<file path="src/rtl/jk_universal_register.sv">
// WIDTH-bit register bank where every mode is reduced to per-bit J/K drives;
// each bit is a JK cell, so load/shift/count/toggle all share one flop style.

module jk_universal_register_bit (
  input  logic clk,
  input  logic reset,
  input  logic rst_val,
  input  logic j,
  input  logic k,
  output logic q
);
  logic q_d, q_q;

  always_comb begin
    q_d = q_q;
    unique case ({j, k})
      2'b00: q_d = q_q;
      2'b01: q_d = 1'b0;
      2'b10: q_d = 1'b1;
      2'b11: q_d = ~q_q;
      default: q_d = q_q;
    endcase
  end

  always_ff @(posedge clk) begin
    if (!reset) q_q <= rst_val;
    else        q_q <= q_d;
  end

  assign q = q_q;
endmodule

module jk_universal_register #(
  parameter int unsigned          WIDTH       = 8,
  parameter logic [WIDTH-1:0]     RESET_VALUE = '0
) (
  input  logic             clk,
  input  logic             reset,
  input  logic             en,
  input  logic [2:0]       mode,
  input  logic [WIDTH-1:0] j,
  input  logic [WIDTH-1:0] k,
  input  logic [WIDTH-1:0] d,
  input  logic             ser_in,
  input  logic             clr_ovf,
  output logic [WIDTH-1:0] q,
  output logic [WIDTH-1:0] q_bar,
  output logic             tc,
  output logic             ovf
);
  localparam logic [2:0] M_HOLD = 3'b000, M_JK  = 3'b001, M_LOAD = 3'b010,
                         M_SHL  = 3'b011, M_SHR = 3'b100, M_UP   = 3'b101,
                         M_DOWN = 3'b110, M_TOG = 3'b111;

  logic [WIDTH-1:0] j_eff, k_eff;
  logic [WIDTH:0]   carry_up, borrow_dn;
  logic             ovf_d, ovf_q;

  // A counter bit toggles when every lower bit is 1 (up) or 0 (down).
  assign carry_up[0]  = 1'b1;
  assign borrow_dn[0] = 1'b1;
  for (genvar i = 0; i < WIDTH; i++) begin : g_chain
    assign carry_up[i+1]  = carry_up[i]  &  q[i];
    assign borrow_dn[i+1] = borrow_dn[i] & ~q[i];
  end

  always_comb begin
    j_eff = '0;
    k_eff = '0;
    if (en) begin
      unique case (mode)
        M_HOLD: ;
        M_JK:   begin j_eff = j;              k_eff = k;               end
        M_LOAD: begin j_eff = d;              k_eff = ~d;              end
        M_SHL:  begin j_eff = {q[WIDTH-2:0], ser_in};
                      k_eff = ~{q[WIDTH-2:0], ser_in};                 end
        M_SHR:  begin j_eff = {ser_in, q[WIDTH-1:1]};
                      k_eff = ~{ser_in, q[WIDTH-1:1]};                 end
        M_UP:   begin j_eff = carry_up[WIDTH-1:0];
                      k_eff = carry_up[WIDTH-1:0];                     end
        M_DOWN: begin j_eff = borrow_dn[WIDTH-1:0];
                      k_eff = borrow_dn[WIDTH-1:0];                    end
        M_TOG:  begin j_eff = '1;             k_eff = '1;              end
        default: ;
      endcase
    end
  end

  for (genvar i = 0; i < WIDTH; i++) begin : g_bit
    jk_universal_register_bit u_bit (
      .clk     (clk),
      .reset   (reset),
      .rst_val (RESET_VALUE[i]),
      .j       (j_eff[i]),
      .k       (k_eff[i]),
      .q       (q[i])
    );
  end

  assign q_bar = ~q;
  assign tc    = ((mode == M_UP) && carry_up[WIDTH]) ||
                 ((mode == M_DOWN) && borrow_dn[WIDTH]);

  // tc already implies a count mode, so a wrap is simply en & tc; set beats clear.
  always_comb begin
    ovf_d = ovf_q;
    if (en && tc)   ovf_d = 1'b1;
    else if (clr_ovf) ovf_d = 1'b0;
  end

  always_ff @(posedge clk) begin
    if (!reset) ovf_q <= 1'b0;
    else        ovf_q <= ovf_d;
  end

  assign ovf = ovf_q;
endmodule

</file>
<file path="config.mk">
export PLATFORM = sky130hd
export DESIGN_NAME = jk_universal_register
export DESIGN_NICKNAME = d
export VERILOG_FILES = /design/src/rtl/jk_universal_register.sv
export SDC_FILE = /design/constraint.sdc
export NUM_CORES = 1
export LEC_CHECK = 0
export ABC_AREA = 1
export ABC_CLOCK_PERIOD_IN_PS = 1300
export BUFFER_PORTS_ARGS = -buffer_cell sky130_fd_sc_hd__buf_2
export CORE_MARGIN = 2
export CORE_UTILIZATION = 43
export CTS_BUF_LIST = sky130_fd_sc_hd__clkbuf_16
export DETAILED_ROUTE_END_ITERATION = 8
export PLACE_DENSITY = 0.76
export SLEW_MARGIN = 30
export SYNTH_ARGS = -nofsm -noshare
export SYNTH_HDL_FRONTEND = slang
export SYNTH_SLANG_ARGS = --single-unit
</file>
<file path="constraint.sdc">
create_clock -name clk -period 1.3 [get_ports clk]
set_input_delay 0.065 -clock clk [delete_from_list [all_inputs] [get_ports clk]]
set_output_delay 0.065 -clock clk [all_outputs]
set_load 0.05 [all_outputs]
</file>
==> impl_results.html <==
<table>
<tr><th>Metric</th><th>Value</th></tr>
<tr><th colspan="2">Status</th></tr>
<tr><td>Outcome</td><td>finished, violations left</td></tr>
<tr><td>Failing checks</td><td>negative setup slack</td></tr>
<tr><th colspan="2">CTS</th></tr>
<tr><td>Library cell used as clock root buffer</td><td>clkbuf_16</td></tr>
<tr><td>Number of H-tree levels</td><td>1</td></tr>
<tr><td>Number of sinks on the clock net</td><td>9</td></tr>
<tr><td>Clock Path Buffers</td><td>2</td></tr>
<tr><td>Clock latency of the later-clocked register in the worst-skew pair</td><td>240 ps</td></tr>
<tr><td>CTS buffer count</td><td>3</td></tr>
<tr><td>TritonCTS clock tree</td><td>built</td></tr>
<tr><td>Clock-pin slew on the worst setup and hold paths</td><td>40 ps</td></tr>
<tr><th colspan="2">Logic synthesis</th></tr>
<tr><td>Seq/Total Area, Yosys</td><td>between 15 and 20%</td></tr>
<tr><td>Share of the synthesized area in the top cell type</td><td>19.4%</td></tr>
<tr><td>Cell area after technology mapping</td><td>between 0.001 and 0.0015 sq mm</td></tr>
<tr><td>Number of nets in the synthesized netlist</td><td>256</td></tr>
<tr><td>Leading cell types by total area after synthesis</td><td>nand2_1, dfxtp_1, nor2_1, a21oi_1, buf_4</td></tr>
<tr><td>Post-synth EDFFs</td><td>0</td></tr>
<tr><td>Synthesized instance count</td><td>about 220</td></tr>
<tr><td>Mean instance size in the synthesized netlist</td><td>5.26 sq um</td></tr>
<tr><td>Number of synthesis warnings</td><td>0</td></tr>
<tr><td>FF+latch count, synth</td><td>9</td></tr>
<tr><td>Cell type contributing the most total cell area after synthesis</td><td>nand2_1</td></tr>
<tr><td>Share of async-settable or async-resettable flops after synthesis</td><td>0%</td></tr>
<tr><td>Count of cell types in the netlist</td><td>26</td></tr>
<tr><td>Top_reg_cell synth</td><td>dfxtp_1</td></tr>
<tr><th colspan="2">STA</th></tr>
<tr><td>Shortest clock period the worst path allows after layout</td><td>1470 ps</td></tr>
<tr><td>RSZ-0062 raised after global routing</td><td>yes</td></tr>
<tr><td>Final-report hold violation count</td><td>0</td></tr>
<tr><td>Transition time at the pin with the least slew margin</td><td>579 ps</td></tr>
<tr><td>Setup clock skew after layout</td><td>1.38 ps</td></tr>
<tr><td>Count of pins over their slew limit</td><td>0</td></tr>
<tr><td>Portion of the clock cycle consumed by the worst path in the final layout</td><td>113%</td></tr>
<tr><td>Worst-case headroom to the max-slew limit</td><td>61.3%</td></tr>
<tr><td>Post-layout worst setup margin</td><td>-170 ps</td></tr>
<tr><td>Highest clock frequency the design can meet</td><td>0.680 GHz</td></tr>
<tr><td>Final setup violation count</td><td>4</td></tr>
<tr><th colspan="2">Drt</th></tr>
<tr><td>Remaining number of nets flagged by the antenna check after routing</td><td>0</td></tr>
<tr><td>First-pass iteration count of the detailed router</td><td>7</td></tr>
<tr><td>Routed wl met2</td><td>2.10 mm</td></tr>
<tr><td>Detailed-route DRC error count</td><td>0</td></tr>
<tr><td>Routed vias</td><td>1814</td></tr>
<tr><td>WL/cell</td><td>approximately 14 um</td></tr>
<tr><td>Violation count after the first detailed-routing iteration</td><td>95</td></tr>
<tr><td>Routed wl met3</td><td>484 um</td></tr>
<tr><td>Post-detailed-routing wire length</td><td>4.47 mm</td></tr>
<tr><td>Via density per instance</td><td>~5.5</td></tr>
<tr><td>Topmost layer with routed signal wires</td><td>met4</td></tr>
<tr><td>Wl on met1</td><td>between 1.5 and 2 mm</td></tr>
<tr><th colspan="2">Pwr</th></tr>
<tr><td>IR drop worst, VDD</td><td>approximately 1200 uV</td></tr>
<tr><td>Total power divided by cell area</td><td>877 mW/mm^2</td></tr>
<tr><td>Pleak</td><td>0.895 nW</td></tr>
<tr><th colspan="2">Finish</th></tr>
<tr><td>Share of post-route cells with drive strength above 1</td><td>42.8%</td></tr>
<tr><td>Fill count</td><td>between 200 and 250</td></tr>
<tr><td>Number of standard cells in the final layout excluding fillers</td><td>approximately 330</td></tr>
<tr><td>Antenna fix cells</td><td>0</td></tr>
<tr><td>Count of nets after finishing</td><td>330</td></tr>
<tr><td>Area added between synthesis and finish</td><td>55.6%</td></tr>
<tr><th colspan="2">Critical path</th></tr>
<tr><td>CP endpoint kind</td><td>primary output</td></tr>
<tr><td>Critical setup path kind</td><td>flop to primary output</td></tr>
<tr><td>Crit Reg-Reg Startpoint</td><td>g_bit[0].u_bit.q$_SDFFE_PN0P_</td></tr>
<tr><td>Cell with the largest stage delay on the worst path</td><td>dfxtp_2</td></tr>
<tr><td>Endpoint of the most critical register-to-register path</td><td>g_bit[7].u_bit.q$_SDFFE_PN0P_</td></tr>
<tr><td>Worst R2R Setup Slack</td><td>-170 ps</td></tr>
<tr><td>Arrival time of data at the critical path endpoint</td><td>1410 ps</td></tr>
<tr><td>Critical path buffers and inverters</td><td>1</td></tr>
<tr><td>Endpoint required time on the critical path</td><td>1240 ps</td></tr>
<tr><td>Worst path top cell family by delay</td><td>simple AND/OR/NAND/NOR gates</td></tr>
<tr><td>Element type at the critical path start</td><td>flop</td></tr>
<tr><td>Worst-case reg-to-reg path depth</td><td>11</td></tr>
<tr><td>Maximum single-stage delay on the critical path</td><td>320 ps</td></tr>
<tr><td>Top fanout value on the critical path</td><td>3</td></tr>
<tr><td>Cell-by-cell trace of the critical path</td><td>nor2_2 -&gt; nand2_2 -&gt; nor2_4 -&gt; nand4_1 -&gt; o21ai_4 -&gt; buf_6</td></tr>
<tr><th colspan="2">Placement</th></tr>
<tr><td>Setup WS pre-CTS</td><td>-59.8 ps</td></tr>
<tr><td>Global placement routability congestion</td><td>0.972</td></tr>
<tr><td>Estimated wirelength of the detail-placed design</td><td>3.15 mm</td></tr>
<tr><td>Number of buffer cells added on primary ports</td><td>49</td></tr>
<tr><td>Number of placed instances, taps included</td><td>320</td></tr>
<tr><th colspan="2">Floorplanning</th></tr>
<tr><td>Initial Util</td><td>46.3%</td></tr>
<tr><td>Core Region</td><td>0.00254 sq mm</td></tr>
<tr><td>Die width</td><td>56.4 um</td></tr>
<tr><td>DIE AREA</td><td>0.00318 sq mm</td></tr>
<tr><td>Top-level I/O count</td><td>50</td></tr>
<tr><td>Die height</td><td>56.4 um</td></tr>
<tr><td>Cell Rows</td><td>18</td></tr>
<tr><th colspan="2">Hold path</th></tr>
<tr><td>Classification of the worst-slack hold path</td><td>input port to flop</td></tr>
<tr><td>Origin of the worst min-delay path</td><td>clr_ovf</td></tr>
<tr><td>End point of the most critical hold path</td><td>ovf$_SDFFE_PN0P_</td></tr>
<tr><td>Number of stages on the worst hold path</td><td>4</td></tr>
<tr><th colspan="2">GRT</th></tr>
<tr><td>Total routing usage reported by global routing</td><td>28.9%</td></tr>
<tr><td>Number of antenna violations at the first check in global routing</td><td>0</td></tr>
<tr><td>Maximum number of pins on one net before global-route repair</td><td>12</td></tr>
<tr><td>Global-route wire length before repair</td><td>7.42 mm</td></tr>
<tr><td>Via count of the first global-routing pass</td><td>~1700</td></tr>
<tr><td>Overflow left after global routing</td><td>0</td></tr>
<tr><th colspan="2">Run</th></tr>
<tr><td>Number of max-cap violations</td><td>0</td></tr>
</table>
==> cell families (layout without fill, tap and decap cells) <==
kind of cell / after synthesis / after routing / synth area share, %
buffers and inverters: 37 / 110 / 15.3
and+or+nand+nor: 138 / 138 / 51.2
DFF: 9 / 9 / 15.3
AOI/OAI and AO/OA: 40 / 40 / 18.3
==> metrics by stage <==
step	hold slack (ps)	total power [mW]	utilization [%]	instance area, sq um	TNS [ps]
global placement	319	0.995	64.9	1650	-6.47
finish	82.4	1.61	72.1	1830	-522
global route	92.9	1.69	72.1	1830	-1020
CTS	76.4	1.58	70.5	1790	-388
detailed placement	324	0.998	64.9	1650	-146
floorplan	227	0.789	-	1240	-190
==> repair_timing <==
action / CTS / global route
gates resized for setup: 14 / 14
hold buffers: 0 / 0
pin swaps: 8 / 16
buffers inserted: 3 / 2
setup endpoints to repair: 3 / 9
==> layout make-up <==
cell class              count  area [sq um]  area share, %
repair buffers             83           514           28.0
inverters                  23           114           6.21
clock buffers               3          75.1           4.09
multi-input cells         178           890           48.5
well taps                  30          37.5           2.05
flip-flops and latches      9           199           10.8
clock inverters             1          5.00          0.273
==> state kept, by name, indices dropped and copies added (netlist names) <==
signal         count
ovf                1
g_bit.u_bit.q      8
==> cells in the mapped netlist (2+ instances only) <==
cell and number:
nor2_1 44, inv_2 3, clkinv_1 2, buf_4 10
o21ai_1 3, a31oi_1 2, dfxtp_1 9, nand2_1 61
clkbuf_1 2, o21ai_0 11, a21oi_1 18, nor2_2 2
nand2_2 2, o22ai_1 3, nor2_4 2, inv_1 17
nand3_1 13, nand4_1 12
==> tightest hold or removal path, stage by stage <==
cell and delay (ps):
buf_2 70, inv_1 30, nand2_1 40, a21boi_1 50
==> worst max-delay path by stage <==
| stage | to | slack [ps] | cells past startpoint | from |
|---|---|---|---|---|
| after floorplan | g_bit[2].u_bit.q$_SDFFE_PN0P_ | -60 | 9 | g_bit[0].u_bit.q$_SDFFE_PN0P_ |
| after global placement | tc | -6 | 7 | g_bit[2].u_bit.q$_SDFFE_PN0P_ |
| after detailed placement | tc | -60 | 6 | g_bit[1].u_bit.q$_SDFFE_PN0P_ |
| after CTS | tc | -140 | 7 | g_bit[2].u_bit.q$_SDFFE_PN0P_ |
| after global routing | tc | -240 | 7 | g_bit[2].u_bit.q$_SDFFE_PN0P_ |
| final | tc | -170 | 6 | g_bit[0].u_bit.q$_SDFFE_PN0P_ |
==> power breakdown <==
| group | internal (mW) | switching [mW] | leakage [nW] | total (mW) |
|---|---|---|---|---|
| Combinational | 0.258 | 0.460 | 0.776 | 0.718 |
| Clock | 0.406 | 0.145 | 0.0409 | 0.552 |
| Sequential | 0.303 | 0.0353 | 0.0778 | 0.338 |
| Total | 0.967 | 0.641 | 0.895 | 1.61 |
==> per-layer routing <==
layer / up-vias / global-route usage (%)
met5: - / 0
met3: 14 / 6.68
met1: 802 / 38.3
met4: 0 / 9.52
li1: 876 / -
met2: 122 / 46.2
==> cell usage in the layout (no fill, tap or decap), types with 3 or more instances in the layout <==
cell,count
o21ai_0,8
nor2_4,3
o21ai_1,5
nand3_1,9
clkbuf_16,3
nor2_2,4
inv_1,11
dfxtp_2,3
o22ai_1,3
clkinvlp_4,4
buf_4,32
nand2_2,5
nand4_1,12
a21oi_1,16
buf_2,48
nand3_2,4
buf_6,3
nand2_1,58
nor2_1,41
inv_2,5
dfxtp_4,4
(Power assumes the default switching activity.)
